### src/rtl/sram_arbiter.sv
// Three-port arbiter for the shared 64Kx8 SRAM: req/done handshake per port,
// fixed priority p0 > p1 > p2 with aging on p1/p2, programmable read/write
// access length and a one-cycle bus turnaround after every access.
//
// state  | meaning
// IDLE   | bus released, arbitration evaluated at every edge
// ACCESS | SRAM strobes driven for RD_TICKS or WR_TICKS cycles
// TURN   | strobes released, done pulse to the owner, then back to IDLE
module sram_arbiter #(
    parameter int RD_TICKS  = 4,
    parameter int WR_TICKS  = 4,
    parameter int AGE_LIMIT = 3
) (
    input  logic        clock_50,
    input  logic        reset_n,
    input  logic        p0_req,
    input  logic        p0_we,
    input  logic [15:0] p0_addr,
    input  logic [7:0]  p0_wdata,
    output logic        p0_done,
    output logic [7:0]  p0_rdata,
    input  logic        p1_req,
    input  logic        p1_we,
    input  logic [15:0] p1_addr,
    input  logic [7:0]  p1_wdata,
    output logic        p1_done,
    output logic [7:0]  p1_rdata,
    input  logic        p2_req,
    input  logic        p2_we,
    input  logic [15:0] p2_addr,
    input  logic [7:0]  p2_wdata,
    output logic        p2_done,
    output logic [7:0]  p2_rdata,
    output logic [15:0] sram_addrbus,
    output logic [7:0]  sram_dout,
    output logic        sram_dout_en,
    input  logic [7:0]  sram_din,
    output logic        sram_we_n,
    output logic        sram_oe_n,
    output logic        sram_ce_n,
    output logic [2:0]  grant,
    output logic        busy
);

    typedef enum logic [1:0] {IDLE, ACCESS, TURN} state_t;

    state_t      state;
    logic [2:0]  tick;
    logic        cur_we;
    logic [2:0]  age1;
    logic [2:0]  age2;
    logic [2:0]  done;
    logic [2:0]  win;
    logic        sel_we;
    logic [15:0] sel_addr;
    logic [7:0]  sel_wdata;

    assign p0_done = done[0];
    assign p1_done = done[1];
    assign p2_done = done[2];

    // Winner selection: a boosted (aged-out) requester beats fixed priority;
    // boost only counts while that port is still requesting.
    always_comb begin
        win       = 3'b000;
        sel_we    = 1'b0;
        sel_addr  = 16'h0000;
        sel_wdata = 8'h00;
        if (p1_req && age1 == 3'(AGE_LIMIT))      win = 3'b010;
        else if (p2_req && age2 == 3'(AGE_LIMIT)) win = 3'b100;
        else if (p0_req)                          win = 3'b001;
        else if (p1_req)                          win = 3'b010;
        else if (p2_req)                          win = 3'b100;
        if (win[0]) begin
            sel_we = p0_we; sel_addr = p0_addr; sel_wdata = p0_wdata;
        end else if (win[1]) begin
            sel_we = p1_we; sel_addr = p1_addr; sel_wdata = p1_wdata;
        end else if (win[2]) begin
            sel_we = p2_we; sel_addr = p2_addr; sel_wdata = p2_wdata;
        end
    end

    // Sequencer: arbitration, strobe timing, read capture and done pulse.
    always_ff @(posedge clock_50) begin
        if (!reset_n) begin
            state        <= IDLE;
            tick         <= 3'd0;
            cur_we       <= 1'b0;
            age1         <= 3'd0;
            age2         <= 3'd0;
            done         <= 3'b000;
            grant        <= 3'b000;
            busy         <= 1'b0;
            p0_rdata     <= 8'h00;
            p1_rdata     <= 8'h00;
            p2_rdata     <= 8'h00;
            sram_addrbus <= 16'h0000;
            sram_dout    <= 8'h00;
            sram_dout_en <= 1'b0;
            sram_we_n    <= 1'b1;
            sram_oe_n    <= 1'b1;
            sram_ce_n    <= 1'b1;
        end else begin
            case (state)
                IDLE: begin
                    done <= 3'b000;
                    if (!p1_req || win[1])            age1 <= 3'd0;
                    else if (age1 < 3'(AGE_LIMIT))    age1 <= age1 + 3'd1;
                    if (!p2_req || win[2])            age2 <= 3'd0;
                    else if (age2 < 3'(AGE_LIMIT))    age2 <= age2 + 3'd1;
                    if (|win) begin
                        state        <= ACCESS;
                        busy         <= 1'b1;
                        grant        <= win;
                        cur_we       <= sel_we;
                        sram_addrbus <= sel_addr;
                        sram_dout    <= sel_wdata;
                        tick         <= sel_we ? 3'(WR_TICKS) : 3'(RD_TICKS);
                        sram_ce_n    <= 1'b0;
                        sram_oe_n    <= sel_we;
                        sram_we_n    <= ~sel_we;
                        sram_dout_en <= sel_we;
                    end
                end
                ACCESS: begin
                    if (tick == 3'd1) begin
                        state        <= TURN;
                        done         <= grant;
                        sram_ce_n    <= 1'b1;
                        sram_oe_n    <= 1'b1;
                        sram_we_n    <= 1'b1;
                        sram_dout_en <= 1'b0;
                        if (!cur_we) begin
                            if (grant[0]) p0_rdata <= sram_din;
                            if (grant[1]) p1_rdata <= sram_din;
                            if (grant[2]) p2_rdata <= sram_din;
                        end
                    end else begin
                        tick <= tick - 3'd1;
                        // last write cycle is the data hold cycle
                        if (cur_we && tick == 3'd2) sram_we_n <= 1'b1;
                    end
                end
                TURN: begin
                    state <= IDLE;
                    busy  <= 1'b0;
                    grant <= 3'b000;
                    done  <= 3'b000;
                end
                default: state <= IDLE;
            endcase
        end
    end

endmodule

### config.mk
export PLATFORM = sky130hd
export DESIGN_NAME = sram_arbiter
export DESIGN_NICKNAME = d
export VERILOG_FILES = /design/src/rtl/sram_arbiter.sv
export SDC_FILE = /design/constraint.sdc
export NUM_CORES = 1
export LEC_CHECK = 0
export CORE_UTILIZATION = 40
export CTS_CLUSTER_DIAMETER = 150
export DETAILED_ROUTE_END_ITERATION = 6
export PLACE_DENSITY = 0.82
export SLEW_MARGIN = 20
export SYNTH_ARGS = -nofsm -noshare
export SYNTH_HDL_FRONTEND = slang
export SYNTH_SLANG_ARGS = --single-unit
### constraint.sdc
create_clock -name clock_50 -period 2.32 [get_ports clock_50]
set_clock_uncertainty 0.15 [all_clocks]
set_input_delay 0.348 -clock clock_50 [delete_from_list [all_inputs] [get_ports clock_50]]
set_output_delay 0.348 -clock clock_50 [all_outputs]
set_load 0.1 [all_outputs]
### After elaboration in Yosys (flattened, before gate mapping)

Cells that the tools add are included.

* register bits after elaboration: 71
* input port bits: 88

* muxes and demuxes: 41
* equality and inequality tests: 10
* $lt $le $gt $ge: 2
* reduce and logical (&&, ||, !) cells: 27
* $add $sub $neg: 3
* bitwise gates (word level): 2

Operators by type and width (count)
* 16-bit 2-to-1 mux: 3
* 3-bit 2-to-1 mux: 13
* 8-bit 2-to-1 mux: 3
* 3-bit one-hot mux with 2 select lines: 3
* 2-bit AND reduction: 6
* 4-bit AND reduction: 3
* 1-bit 2-to-1 mux: 11
* 1-bit one-hot mux with 2 select lines: 5
* 2-bit nonzero test: 5
* 3-bit by 2-bit == test with 1-bit output (second input constant): 3
* 3-bit AND reduction: 3
* 3-bit by 1-bit adder with 3-bit output (second input constant): 2
* 3-bit by 2-bit < comparator with 1-bit output (second input constant): 2
* 2-bit inequality test (second input constant): 3
* 2-bit 2-to-1 mux: 2
* 2-bit one-hot mux with 2 select lines: 1
* 3-bit by 1-bit == test with 1-bit output (second input constant): 1
* 1-bit logical AND: 3
* 3-bit inequality test (second input constant): 1
* 3-bit OR reduction: 1
* 3-bit by 1-bit subtractor with 3-bit output (second input constant): 1
* 2-bit by 1-bit == test with 1-bit output (second input constant): 1
* 2-bit == test (second input constant): 1
* 1-bit zero test: 2
* 4 further kinds: 6

### Logic depth before layout (Yosys ltp)

* depth after elaboration: 11
* depth in mapped cells: 8
* depth with buffers taken out: 6

### Least setup slack after synthesis

OpenSTA, ideal clock, no wires.

* path type: flip-flop to flip-flop
* start: register age2[0]
* end: register sram_oe_n
* arrival time: 1594 ps
* clock period less this slack: 1888 ps
* cell stages (with the launch flop): 8
* buffers on the path: 1
* setup slack: 432 ps
* cell sequence: dfxtp_1 -> ha_1 -> ha_1 -> o21bai_1 -> and3_1 -> buf_2 -> a211oi_2 -> o2111ai_1

* longest elaborated chain between the ends: 9
* elaborated cells on any way between the ends: 12
* those cells by class: eq/ne (2); mux (7); reduce/logical (3)

Ends and longest elaborated chain
* start, declared: line 51 `logic [2:0] age2;`
* start signal, assigned: line 110 `else if (age2 < 3'(AGE_LIMIT)) age2 <= age2 + 3'd1;`
* 3-bit by 2-bit == test with 1-bit output *: line 70 `else if (p2_req && age2 == 3'(AGE_LIMIT)) win = 3'b100;`
* 1-bit logical AND *: line 70
* 3-bit 2-to-1 mux *: line 70
* 3-bit 2-to-1 mux *: line 69 `if (p1_req && age1 == 3'(AGE_LIMIT)) win = 3'b010;`
* 1-bit 2-to-1 mux: line 78 `end else if (win[2]) begin`
* 1-bit 2-to-1 mux: line 76 `end else if (win[1]) begin`
* 1-bit 2-to-1 mux: line 74 `if (win[0]) begin`
* 1-bit 2-to-1 mux: line 111 `if (|win) begin`
* 1-bit one-hot mux with 2 select lines: line 104 `case (state)`
* end signal, assigned: line 120 `sram_oe_n <= sel_we;`
* end, declared: line 39 `output logic sram_oe_n,`

Every way passes the cells marked *; elsewhere a longest branch is shown, timed or not. The select of a mux whose other input is x is not followed.
A chain may end at the register's enable or synchronous reset.

### Worst setup path after layout

* start: register age1[1]
* end: register sram_addrbus[15]

* longest elaborated chain between the ends: 6
* elaborated cells on any way between the ends: 8
* those cells by class: eq/ne (1); mux (4); reduce/logical (3)

Ends and longest elaborated chain
* start, declared: line 50 `logic [2:0] age1;`
* start signal, assigned: line 108 `else if (age1 < 3'(AGE_LIMIT)) age1 <= age1 + 3'd1;`
* 3-bit by 2-bit == test with 1-bit output *: line 69
* 1-bit logical AND *: line 69
* 3-bit 2-to-1 mux *: line 69
* 16-bit 2-to-1 mux: line 78
* 16-bit 2-to-1 mux: line 76
* 16-bit 2-to-1 mux: line 74
* end signal, assigned: line 116 `sram_addrbus <= sel_addr;`
* end, declared: line 34 `output logic [15:0] sram_addrbus,`

Every way passes the cells marked *; elsewhere a longest branch is shown, timed or not.

==> out/summary.txt <==
status -> finished clean
P_leak -> 2.13 nW
Peak VDD IR -> 0.000436 V
ys flop type -> dfxtp_1
IO buf count -> 146
critical-path cell list -> ha_1 -> ha_1 -> nand2_2 -> and3_1 -> buf_12 -> a221oi_1 -> a21oi_1
post-synthesis area per instance -> 9.37 um^2
Starting Density -> 42.1%
post-DR vias/cell -> 5.31
Power, Total -> 0.00336 W
synthesized-area fraction occupied by adder cells -> 2.64%
Final Util -> 63.3%
Synth top area share -> 42.8%
register area share after synthesis -> 42.8%
Least-Margin Pin Slew -> 572 ps
core box area -> 0.00789 mm^2
io pins -> 147
Diodes inserted -> 0
mux cell area share after synthesis -> 7.24%
ys async rst share -> 0%
Final HPWL DP -> 7020 um
critical path required time -> 2380 ps
Max Cap Violations -> 0
Hold WC Path Type -> flip-flop to flip-flop
gr ovfl total -> 0
largest family of logic cells by synthesized area -> compound AO/OA/AOI/OAI gates
Initial DRC Count -> 119
Vias -> 3244
# setup viols final -> 0
WL/cell -> 15.4 um
Crit path top cell by count -> ha_1
Die Y -> 93.1 um
gr usage total -> 22.0%
total die area -> 0.00866 mm^2
Syn Nets -> 449
area delta synth->final -> 50.6%
H-tree level count -> 3
Site Rows -> 32
max incr delay on CP -> 410 ps
RSZ-0062 raised after global routing -> false
CTS Hold Bufs -> 0
Clk pin slew, worst setup/hold paths -> 70 ps
Unique masters post-synth -> 47
clock latency on the worst-skew pair -> 330 ps
Synth Area in XOR/XNOR -> 0.528%
final hold vios -> 0
worst hold slack -> 324 ps
root buffer cell -> clkbuf_8
cells after synthesis -> 354
critical path class -> flip-flop to flip-flop
layout cells sized above 1 -> 24.0%
Die X-Extent -> 93.1 um
Synth Area in Simple Gates -> 15.4%
relative slew slack -> 61.8%
fin crit period -> 2080 ps
max-slew violation count -> 0
largest net degree at the start of global routing -> 45
number of global-route vias before repair -> 3274
synthesized area -> 0.00332 mm^2
number of synthesized flops with an enable pin -> 0
TritonCTS Sinks -> 71
initial antenna violation count -> 0
crit end category -> flip-flop
CP arrival -> 2140 ps
crit-path max FO -> 19
setup TNS -> 0 ps
gp weighted congestion -> 0.800
Longest Clk Path Bufs -> 2
final WL -> 9390 um
Nets -> 599
Synth Area in Compound Gates -> 25.8%
Post-DRT Antenna Nets -> 0
area leader, netlist -> dfxtp_1
first-pass GRT wire length -> 15200 um
#FFs+latches synth -> 71
Tcrit/Tclk final -> 89.5%
startpoint types -> flip-flop
postcts setup bufs -> 0
CTS Buf Count -> 9
drt pass-1 iters -> 4
fmax -> 481 MHz
CP max-delay cell -> a221oi_1
post_cts resized -> 0
Ys Warns -> 0
Remaining DRCs -> 0
PwrDens -> 672 mW/mm^2
CTS tree -> yes
Synth area leaders -> dfxtp_1 (43%), a221oi_2 (8.1%), mux2i_1 (7.2%), a21oi_1 (5.3%), o21ai_0 (4.1%)
[critical path: cells and delay by family, from the launching register on]
| kind | cells | cell delay [ps] |
|---|---|---|
| adder cells (fa/ha/maj) | 2 | 390 |
| flip-flops | 1 | 400 |
| buffers and inverters | 1 | 170 |
| AND/OR/NAND/NOR | 2 | 300 |
| AO/OA/AOI/OAI | 2 | 540 |
[cell usage after synthesis, types with 2 or more instances]
library cell  number
a211oi_1           3
a21boi_0           3
a21o_1             2
a21oi_1           35
a221oi_1           5
a221oi_2          18
a22oi_1            3
and3_1             3
buf_2             11
buf_4              6
buf_6              3
clkbuf_1           6
dfxtp_1           71
ha_1               7
inv_1              6
mux2i_1           24
nand2_1           35
nand2b_1           3
nand3_1           10
nand3b_1           4
nor2_1            16
nor2_2             2
nor2b_1           21
nor3_1             3
o211ai_1           3
o21a_1             2
o21ai_0           27
o221a_2            2
o22ai_1            2
[placed cells by master, fill, tap and decap left out, drive strengths merged, types with 2 or more instances in the layout]
cell | Yosys | layout
inv | 6 | 6
nand2 | 36 | 36
ha | 7 | 7
nand3b | 4 | 4
a21oi | 35 | 35
o22ai | 2 | 2
clkinv | 1 | 6
o221a | 2 | 2
a211oi | 4 | 4
buf | 20 | 78
clkdlybuf4s50 | 0 | 87
a21boi | 4 | 4
o21ai | 28 | 28
and3 | 3 | 3
o211ai | 3 | 3
o21a | 2 | 2
a21o | 2 | 2
dfxtp | 71 | 71
nor3 | 3 | 3
nand3 | 10 | 10
nor2b | 21 | 21
a22oi | 3 | 3
nor2 | 18 | 18
mux2i | 24 | 24
clkbuf | 6 | 9
a221oi | 23 | 23
nand2b | 3 | 3
[path summary, 6_finish.rpt]
| path | to | slack [ps] | startpoint | depth (start not counted) |
|---|---|---|---|---|
| max | sram_addrbus[15] | 240 | age1[1] | 7 |
| min reg2reg | sram_dout_en | 320 | sram_dout_en | 2 |
| min | sram_dout_en | 320 | sram_dout_en | 2 |
| max reg2reg | sram_addrbus[15] | 240 | age1[1] | 7 |
[state kept, by name (all words and copies together), names as in the netlist, 2 cells and up]
name          count
age1              3
sram_addrbus     16
age2              3
done              3
p1_rdata          8
state             2
grant             3
p2_rdata          8
p0_rdata          8
sram_dout         8
tick              3
[cells by family after synthesis]
logic type / Yosys count
compound gates: 114
xor+xnor: 2
fa+ha+maj: 7
buf+inv: 33
flops: 71
mux: 24
simple gates: 103
[report_power, final]
group	leakage [nW]	switching (W)	total [W]	internal [W]
sequential	0.581	0.0000547	0.00135	0.00129
combinational	1.45	0.000689	0.00104	0.000352
clock	0.0992	0.000472	0.000970	0.000498
total	2.13	0.00122	0.00336	0.00214
[per-stage QoR]
step                std cells  instance area, um^2  worst slack (ps)
finish                    611                 5000               243
floorplan                 354                 3320               432
global placement          595                 4790              61.2
CTS                       611                 4990              70.5
global route              611                 5000               153
detailed placement        595                 4790             -34.0
[cell type report]
cell class                      instances  area, um^2
Tap cell                              102         128
Timing Repair Buffer                  165        1490
Inverter                                7        26.3
Fill cell                             629        2890
Clock buffer                            9         124
Multi-Input combinational cell        250        1730
Sequential cell                        71        1420
Clock inverter                          7        73.8
[routing by layer]
layer,global-route usage [%],routed length (um)
met1,25.2,3920
met2,38.8,4670
met3,6.59,616
met4,7.18,177
met5,0,0
(Power assumes the default switching activity.)
